File: src/rtl/shift_exec_pipe_pkg.sv
// Shared constants and op-code helpers for the shift/rotate execute unit.
package shift_exec_pipe_pkg;

    localparam int unsigned WIDTH_DEF = 16;
    localparam int unsigned SHW_DEF   = 4;
    localparam int unsigned TAG_W_DEF = 3;

    localparam logic [1:0] OP_ROL = 2'b00;
    localparam logic [1:0] OP_SLL = 2'b01;
    localparam logic [1:0] OP_ROR = 2'b10;
    localparam logic [1:0] OP_SRL = 2'b11;

    function automatic logic op_is_left(input logic [1:0] op);
        return (op == OP_ROL) || (op == OP_SLL);
    endfunction

    function automatic logic op_is_rotate(input logic [1:0] op);
        return (op == OP_ROL) || (op == OP_ROR);
    endfunction

endpackage

File: src/rtl/shift_exec_pipe_shift_core.sv
// Combinational log-depth barrel shifter/rotator: one mux stage per amount bit.
module shift_core
    import shift_exec_pipe_pkg::*;
#(
    parameter int unsigned WIDTH = WIDTH_DEF,
    parameter int unsigned SHW   = SHW_DEF
) (
    input  logic [1:0]       op_i,
    input  logic [WIDTH-1:0] a_i,
    input  logic [SHW-1:0]   amt_i,
    output logic [WIDTH-1:0] res_o
);

    logic left;
    logic rot;
    logic [SHW:0][WIDTH-1:0] stage;

    assign left     = op_is_left(op_i);
    assign rot      = op_is_rotate(op_i);
    assign stage[0] = a_i;

    for (genvar k = 0; k < SHW; k++) begin : g_stage
        localparam int unsigned Sh = 1 << k;

        logic [Sh-1:0]    wrap_l;
        logic [Sh-1:0]    wrap_r;
        logic [WIDTH-1:0] shl;
        logic [WIDTH-1:0] shr;

        // Bits pushed off one end re-enter at the other for rotates, zeros otherwise.
        assign wrap_l = rot ? stage[k][WIDTH-1 -: Sh] : '0;
        assign wrap_r = rot ? stage[k][Sh-1:0] : '0;
        assign shl    = {stage[k][WIDTH-1-Sh:0], wrap_l};
        assign shr    = {wrap_r, stage[k][WIDTH-1:Sh]};

        assign stage[k+1] = amt_i[k] ? (left ? shl : shr) : stage[k];
    end

    assign res_o = stage[SHW];

endmodule

File: src/rtl/shift_exec_pipe.sv
// Two-stage elastic execute pipe for ROL/SLL/ROR/SRL with flush and backpressure.
module shift_exec_pipe
    import shift_exec_pipe_pkg::*;
#(
    parameter int unsigned WIDTH = WIDTH_DEF,
    parameter int unsigned SHW   = SHW_DEF,
    parameter int unsigned TAG_W = TAG_W_DEF
) (
    input  logic             clk,
    input  logic             rst,
    input  logic             flush,
    input  logic             in_valid,
    output logic             in_ready,
    input  logic [1:0]       in_op,
    input  logic [WIDTH-1:0] in_a,
    input  logic [SHW-1:0]   in_amt,
    input  logic [TAG_W-1:0] in_tag,
    output logic             out_valid,
    input  logic             out_ready,
    output logic [WIDTH-1:0] out_res,
    output logic             out_zero,
    output logic [TAG_W-1:0] out_tag
);

    logic             s1_valid_q, s1_valid_d;
    logic [1:0]       s1_op_q, s1_op_d;
    logic [WIDTH-1:0] s1_a_q, s1_a_d;
    logic [SHW-1:0]   s1_amt_q, s1_amt_d;
    logic [TAG_W-1:0] s1_tag_q, s1_tag_d;

    logic             s2_valid_q, s2_valid_d;
    logic [WIDTH-1:0] s2_res_q, s2_res_d;
    logic             s2_zero_q, s2_zero_d;
    logic [TAG_W-1:0] s2_tag_q, s2_tag_d;

    logic             s2_free;
    logic             s1_adv;
    logic             accept;
    logic [WIDTH-1:0] core_res;

    assign s2_free  = !s2_valid_q || out_ready;
    assign s1_adv   = s1_valid_q && s2_free;
    assign in_ready = !s1_valid_q || s2_free;
    assign accept   = in_valid && in_ready && !flush;

    shift_core #(
        .WIDTH (WIDTH),
        .SHW   (SHW)
    ) u_shift_core (
        .op_i  (s1_op_q),
        .a_i   (s1_a_q),
        .amt_i (s1_amt_q),
        .res_o (core_res)
    );

    always_comb begin
        s1_valid_d = s1_valid_q;
        s1_op_d    = s1_op_q;
        s1_a_d     = s1_a_q;
        s1_amt_d   = s1_amt_q;
        s1_tag_d   = s1_tag_q;
        if (flush) begin
            s1_valid_d = 1'b0;
        end else if (accept) begin
            // Covers the refill case where S1 hands off to S2 in the same cycle.
            s1_valid_d = 1'b1;
            s1_op_d    = in_op;
            s1_a_d     = in_a;
            s1_amt_d   = in_amt;
            s1_tag_d   = in_tag;
        end else if (s1_adv) begin
            s1_valid_d = 1'b0;
        end
    end

    always_comb begin
        s2_valid_d = s2_valid_q;
        s2_res_d   = s2_res_q;
        s2_zero_d  = s2_zero_q;
        s2_tag_d   = s2_tag_q;
        if (flush) begin
            s2_valid_d = 1'b0;
        end else if (s1_adv) begin
            s2_valid_d = 1'b1;
            s2_res_d   = core_res;
            s2_zero_d  = (core_res == '0);
            s2_tag_d   = s1_tag_q;
        end else if (out_ready) begin
            s2_valid_d = 1'b0;
        end
    end

    always_ff @(posedge clk or posedge rst) begin
        if (rst) begin
            s1_valid_q <= 1'b0;
            s1_op_q    <= '0;
            s1_a_q     <= '0;
            s1_amt_q   <= '0;
            s1_tag_q   <= '0;
            s2_valid_q <= 1'b0;
            s2_res_q   <= '0;
            s2_zero_q  <= 1'b1;
            s2_tag_q   <= '0;
        end else begin
            s1_valid_q <= s1_valid_d;
            s1_op_q    <= s1_op_d;
            s1_a_q     <= s1_a_d;
            s1_amt_q   <= s1_amt_d;
            s1_tag_q   <= s1_tag_d;
            s2_valid_q <= s2_valid_d;
            s2_res_q   <= s2_res_d;
            s2_zero_q  <= s2_zero_d;
            s2_tag_q   <= s2_tag_d;
        end
    end

    assign out_valid = s2_valid_q;
    assign out_res   = s2_res_q;
    assign out_zero  = s2_zero_q;
    assign out_tag   = s2_tag_q;

endmodule

File: config.mk
export PLATFORM = sky130hd
export DESIGN_NAME = shift_exec_pipe
export DESIGN_NICKNAME = d
export VERILOG_FILES = /design/src/rtl/shift_exec_pipe_pkg.sv /design/src/rtl/shift_exec_pipe_shift_core.sv /design/src/rtl/shift_exec_pipe.sv
export SDC_FILE = /design/constraint.sdc
export NUM_CORES = 1
export LEC_CHECK = 0
export BUFFER_PORTS_ARGS = -buffer_cell sky130_fd_sc_hd__buf_4
export CAP_MARGIN = 20
export CORE_UTILIZATION = 58
export CTS_CLUSTER_DIAMETER = 50
export DETAILED_ROUTE_END_ITERATION = 8
export GPL_TIMING_DRIVEN = 0
export PLACE_DENSITY = 0.81
export SYNTH_ARGS = -nofsm -noshare
export SYNTH_HDL_FRONTEND = slang
export SYNTH_SLANG_ARGS = --single-unit
File: constraint.sdc
create_clock -name clk -period 3.26 [get_ports clk]
set_clock_uncertainty 0.15 [all_clocks]
set_input_delay 0.326 -clock clk [delete_from_list [all_inputs] [get_ports clk]]
set_output_delay 0.326 -clock clk [all_outputs]
set_load 0.02 [all_outputs]
==> impl_metrics.tcl, run 1 <==
set metrics [dict create \
    seq_power_share_pct 30.4 \
    placementRows 28 \
    place_congestion 1.05 \
    antenna_found_initial 0 \
    wl_per_cell_um 21.6 \
    clock_path_buffers 2 \
    drt_pass1_iterations 5 \
    nFillCells 497 \
    synth_seq_cells 47 \
    slew_viol_final 0 \
    vias_per_cell 6.90 \
    crit_required_ns 3.32 \
    fin_util_pct 71.4 \
    nNetsFinal 505 \
    numCtsBuffers 5 \
    drt_wl_total_um 11900 \
    mostFrequentLayoutCell "buf_4" \
    final.min_clock_period_ns 3.18 \
    syn_avg_cell_area_um2 8.92 \
    grt_pass1_vias 3604 \
    ir_worst_vdd_v 0.000393 \
    r2r_cells 8 \
    combPwrFrac_pct 54.8 \
    regToRegEndpoint "out_zero$_DFFE_PP1P_" \
    relSlewSlack_pct 44.5 \
    die_w_um 81.9 \
    switching_share_pct 44.9 \
    port_buffers 51 \
    io_pins 52 \
    async_reset_ff_share_pct 100 \
    syn_inst 415 \
    cap_violations 0 \
    initial_core_util_pct 61.5 \
    clkSinkCount 47 \
    rr_startpoint "s1_amt_q[0]$_DFFE_PP0P_" \
    power_frac_clock_pct 14.8 \
    outcome "completed" \
    ant_nets 0 \
    track_usage_pct 37.9 \
    synth_nets 445 \
    syn_area_um2 3700 \
    cp.buffers_inverters 2 \
    p_switching_mw 1.18 \
    most-common-layout-cells "buf_4 (56), nor2_1 (54), dfrtp_1 (46)" \
    rrSetupSlack_ns 0.08 \
    final_cells 551 \
    fmax_mhz 315 \
    hold_start "flush" \
    clock_latency_ns 0.31 \
    multi_input_area_um2 2270 \
    crit_type "reg2reg" \
    synth-compound-area-share_pct 24.0 \
    grt_max_degree 46 \
    rsz0062_at_grt "no" \
    drt-initial-drc-count 531 \
    vias 3804 \
    area_growth_pct 16.3 \
    hold_viol 0 \
    path_clk_slew_ns 0.09 \
    fp.dieArea_um2 6710 \
    cp-start-kind "register" \
    synth_simple_gate_area_share_pct 15.8 \
    place_ws_ns 0.326 \
    postCtsResizedCells 0 \
    cts_tree "built" \
    cts-root-buf "clkbuf_8" \
    critical-path-max-stage-delay_ns 0.72 \
    finalWorstSetupSlack_ns 0.0841 \
    cp_slowest_cell "nor4_1" \
    htreeDepth 2 \
    cts_setup_buffers 0 \
    yosysUniqueCellTypes 55 \
    worstMarginPinSlew_ns 0.825 \
    grt_pass1_wl_um 18700 \
    fin_tns_setup_ns 0 \
    critPathArrivalTime_ns 3.24 \
    synth_ff_type "dfrtp_1" \
    dpl.cell_count 542 \
    hp-class "in2reg" \
    critPathMaxFanout 10 \
    path_cells "buf_6 -> buf_8 -> mux2i_1 -> o22ai_1 -> nor4_1 -> a32o_1 -> o2111ai_1 -> o41ai_2" \
    core_um2 6030 \
    worstHoldEndpoint "out_valid$_DFFE_PP0P_" \
    power_density_nw_per_um2 610 \
    synth_edf_count 0 \
    total_leakage_power_nw 1.79 \
    drc 0 \
    cts_hold_buf 1 \
    die_h_um 81.9 \
    cp_top_family "compound AO/OA/AOI/OAI gates" \
    synth_seq_area_share_pct 31.8 \
    setup_viol 0 \
    synth_warnings 0 \
    synth_top_family_by_area "compound AO/OA/AOI/OAI gates" \
    intPower_mw 1.45 \
    antenna_cells 0 \
    synth_mux_area_share_pct 21.4 \
    holdPathStages 2 \
    end_kind "register" \
    synth_fa_ha_area_share_pct 0 \
    synthXorXnorAreaFrac_pct 0 \
    min_period_over_period_pct 97.4 \
    regArea_um2 1180 \
    drive_gt1_share_pct 26.3 \
    grt_remaining_overflow 0 \
    hpwlAfterDp_um 8640 \
]
[state kept, by name, summed over array words and instances, names as in the netlist]
| signal | flops |
|---|---|
| out_tag | 3 |
| s1_valid_q | 1 |
| s1_a_q | 16 |
| s1_op_q | 2 |
| out_zero | 1 |
| s1_tag_q | 3 |
| out_res | 16 |
| s1_amt_q | 4 |
| out_valid | 1 |
[how the worst max path moves through the flow]
stage	start	end	slack (ns)	cells past startpoint
floorplan	s1_amt_q[0]$_DFFE_PP0P_	out_zero$_DFFE_PP1P_	0.95	8
global route	s1_amt_q[0]$_DFFE_PP0P_	out_zero$_DFFE_PP1P_	0.08	8
detailed placement	s1_amt_q[0]$_DFFE_PP0P_	out_zero$_DFFE_PP1P_	0.33	8
finish	s1_amt_q[0]$_DFFE_PP0P_	out_zero$_DFFE_PP1P_	0.08	8
global placement	s1_amt_q[0]$_DFFE_PP0P_	out_zero$_DFFE_PP1P_	0.37	8
CTS	s1_amt_q[0]$_DFFE_PP0P_	out_zero$_DFFE_PP1P_	0.30	8
[power by group through the flow]
stage | clock [mW] | sequential, mW | combinational (mW)
finish | 0.389 | 0.798 | 1.44
CTS | 0.390 | 0.795 | 1.40
floorplan | 0 | 0.878 | 0.885
global route | 0.412 | 0.813 | 1.53
detailed placement | 0 | 0.807 | 1.39
global placement | 0 | 0.797 | 1.38
[area by class of cell]
cell class                      count  share of cell area, %
Clock inverter                      1                  0.203
Inverter                            6                  0.523
Buffer                             41                   5.43
Timing Repair Buffer               53                   9.59
Clock buffer                        7                   2.01
Tap cell                           75                   2.18
Sequential cell                    47                   27.3
Multi-Input combinational cell    321                   52.7
[cells by family after synthesis]
| family | Yosys count |
|---|---|
| compound gates | 125 |
| simple gates | 124 |
| mux | 72 |
| flops | 47 |
| buf+inv | 47 |
[synthesized netlist by cell type, types with 5 or more instances]
master    instances  area [um^2]
nor2_1           54          203
dfrtp_1          46         1150
mux2i_1          41          410
mux2_2           28          315
a21oi_1          26          130
clkbuf_1         20         75.1
nor3_1           20          100
o21ai_0          18         90.1
nand2_1          17         63.8
a211oi_1         14          105
o22ai_1          13         81.3
a22oi_1          11         82.6
buf_2             9         45.0
nand2b_1          9         56.3
nor2b_1           7         43.8
a311oi_1          5         43.8
a31oi_1           5         31.3
buf_4             5         37.5
buf_6             5         56.3
nor4_1            5         31.3
o211ai_1          5         37.5
[routing by layer]
metal  global-route usage (%)  routed length (um)  vias up
met1                     51.5                4650     1780
met2                     59.5                5390      283
li1                         -                   -     1685
met5                        0                   0        -
met3                     5.67                1360       56
met4                     16.5                 471        0
[per-stage QoR]
step / hold WS [ns] / cell area, um^2 / total power [mW]
floorplan: 0.242 / 3700 / 1.76
global placement: 0.333 / 4180 / 2.17
detailed placement: 0.0513 / 4200 / 2.20
CTS: 0.0391 / 4310 / 2.58
global route: 0.0304 / 4310 / 2.75
finish: 0.0350 / 4310 / 2.63
(Power assumes the default switching activity.)
==> run 2, diff against run 1 <==
--- a/config.mk
+++ b/config.mk
@@ -11,7 +11,8 @@
 export CTS_CLUSTER_DIAMETER = 50
 export DETAILED_ROUTE_END_ITERATION = 8
 export GPL_TIMING_DRIVEN = 0
-export PLACE_DENSITY = 0.81
+export PLACE_DENSITY = 0.89
+export SKIP_CTS_REPAIR_TIMING = 1
 export SYNTH_ARGS = -nofsm -noshare
 export SYNTH_HDL_FRONTEND = slang
 export SYNTH_SLANG_ARGS = --single-unit
==> run 2 against run 1 <==
Effect of this change:
- non-clock buffer count is the same
- worst hold slack gained 0.011 ns
- worst setup slack gained 0.22 ns
- clock-buffer cell count is the same
- power is essentially flat
- cell area grew 0.15%
- core utilization grew 0.10 points
- sequential power is essentially flat
- wire length grew 0.46%
- combinational power is essentially flat
- die area is the same
==> impl_metrics.tcl, run 2 (synthesized netlist as in run 1, its figures left out) <==
set metrics [dict create \
    place_ws_ns 0.237 \
    combPwrFrac_pct 55.2 \
    htreeDepth 2 \
    setup_viol 0 \
    final_cells 551 \
    hpwlAfterDp_um 8860 \
    critical-path-max-stage-delay_ns 0.50 \
    cp.buffers_inverters 2 \
    drive_gt1_share_pct 26.5 \
    crit_required_ns 3.32 \
    cts_tree "built" \
    port_buffers 51 \
    placementRows 28 \
    fin_tns_setup_ns 0 \
    power_density_nw_per_um2 610 \
    wl_met3_um 1270 \
    rsz0062_at_grt "no" \
    intPower_mw 1.45 \
    initial_core_util_pct 61.5 \
    vias 3832 \
    crit_type "reg2reg" \
    seq_power_share_pct 30.3 \
    hold_viol 0 \
    grt_pass1_vias 3682 \
    dpl.cell_count 542 \
    place_congestion 1.05 \
    grt_max_degree 31 \
    drt-met1-wl_um 4800 \
    path_clk_slew_ns 0.09 \
    finalWorstSetupSlack_ns 0.300 \
    highest_layer "met4" \
    cp-start-kind "register" \
    grt_pass1_wl_um 18500 \
    total_leakage_power_nw 1.79 \
    antenna_cells 0 \
    cp.depth 8 \
    critPathArrivalTime_ns 3.02 \
    track_usage_pct 37.3 \
    ant_nets 0 \
    power_frac_clock_pct 14.5 \
    drt_wl_total_um 11900 \
    fp.dieArea_um2 6710 \
    p_switching_mw 1.18 \
    clock_latency_ns 0.31 \
    switching_share_pct 44.9 \
    vias_per_cell 6.95 \
    hp-class "in2reg" \
    rr_startpoint "s1_amt_q[0]$_DFFE_PP0P_" \
    endpoint "out_zero$_DFFE_PP1P_" \
    die_h_um 81.9 \
    cp_slowest_cell "dfrtp_1" \
    nFillCells 476 \
    cap_violations 0 \
    regToRegEndpoint "out_zero$_DFFE_PP1P_" \
    die_w_um 81.9 \
    drc 0 \
    most-common-layout-cells "buf_4 (56), nor2_1 (54), dfrtp_1 (46)" \
    dpl_cell_area_um2 4200 \
    end_kind "register" \
    path_cells "buf_6 -> buf_8 -> mux2i_1 -> o22ai_1 -> nor4_2 -> a32o_1 -> o2111ai_1 -> o41ai_2" \
    slew_viol_final 0 \
    outcome "completed" \
    fin_util_pct 71.6 \
    mostFrequentLayoutCell "buf_4" \
    cp_top_family "compound AO/OA/AOI/OAI gates" \
    wl_met2_um 5440 \
    grt_remaining_overflow 0 \
    clock_path_buffers 2 \
    ir_worst_vdd_v 0.000452 \
    rrSetupSlack_ns 0.30 \
    wl_per_cell_um 21.7 \
    hold_slack_ns 0.0458 \
    critical_path.startpoint "s1_amt_q[0]$_DFFE_PP0P_" \
    critPathMaxFanout 10 \
    clkSinkCount 47 \
    fmax_mhz 338 \
    core_um2 6030 \
    area_growth_pct 16.4 \
    final.min_clock_period_ns 2.96 \
    numCtsBuffers 5 \
    relSlewSlack_pct 51.0 \
    nNetsFinal 505 \
    drt-initial-drc-count 584 \
    drt_pass1_iterations 6 \
    cts-root-buf "clkbuf_8" \
    io_pins 52 \
    r2r_cells 8 \
    power_mw 2.63 \
    antenna_found_initial 0 \
    worstMarginPinSlew_ns 0.731 \
    design_area_um2 4310 \
    min_period_over_period_pct 90.8 \
]
[run 2: worst min path at each step]
stage | startpoint | end | slack [ns] | cells after the start
detailed placement | rst | out_res[13]$_DFFE_PP0P_ | 0.20 | 2
finish | flush | s1_valid_q$_DFFE_PP0P_ | 0.05 | 2
global route | flush | s1_valid_q$_DFFE_PP0P_ | 0.05 | 2
CTS | rst | out_res[13]$_DFFE_PP0P_ | -0.13 | 2
floorplan | flush | out_valid$_DFFE_PP0P_ | 0.24 | 1
global placement | s1_tag_q[1]$_DFFE_PP0P_ | out_tag[1]$_DFFE_PP0P_ | 0.33 | 1
[run 2: area by class of cell]
| cell class | count | area [um^2] | area share, % |
|---|---|---|---|
| clock inverter | 1 | 8.76 | 0.203 |
| buffer | 41 | 234 | 5.43 |
| sequential | 47 | 1180 | 27.3 |
| timing repair buffer | 53 | 413 | 9.58 |
| multi-input combinational | 321 | 2280 | 52.8 |
| inverter | 6 | 22.5 | 0.522 |
| tap | 75 | 93.8 | 2.18 |
| clock buffer | 7 | 86.3 | 2.00 |
[run 2: power groups by stage]
stage               combinational (mW)  clock [mW]  sequential (mW)
floorplan                        0.885           0            0.878
global placement                  1.37           0            0.797
detailed placement                1.39           0            0.806
CTS                               1.40       0.387            0.795
global route                      1.54       0.404            0.810
finish                            1.45       0.381            0.797
[run 2: metal layers]
metal,global-route usage (%),up-vias
met5,0,-
met4,16.1,0
met3,8.56,53
met2,58.6,284
met1,48.7,1820
li1,-,1675
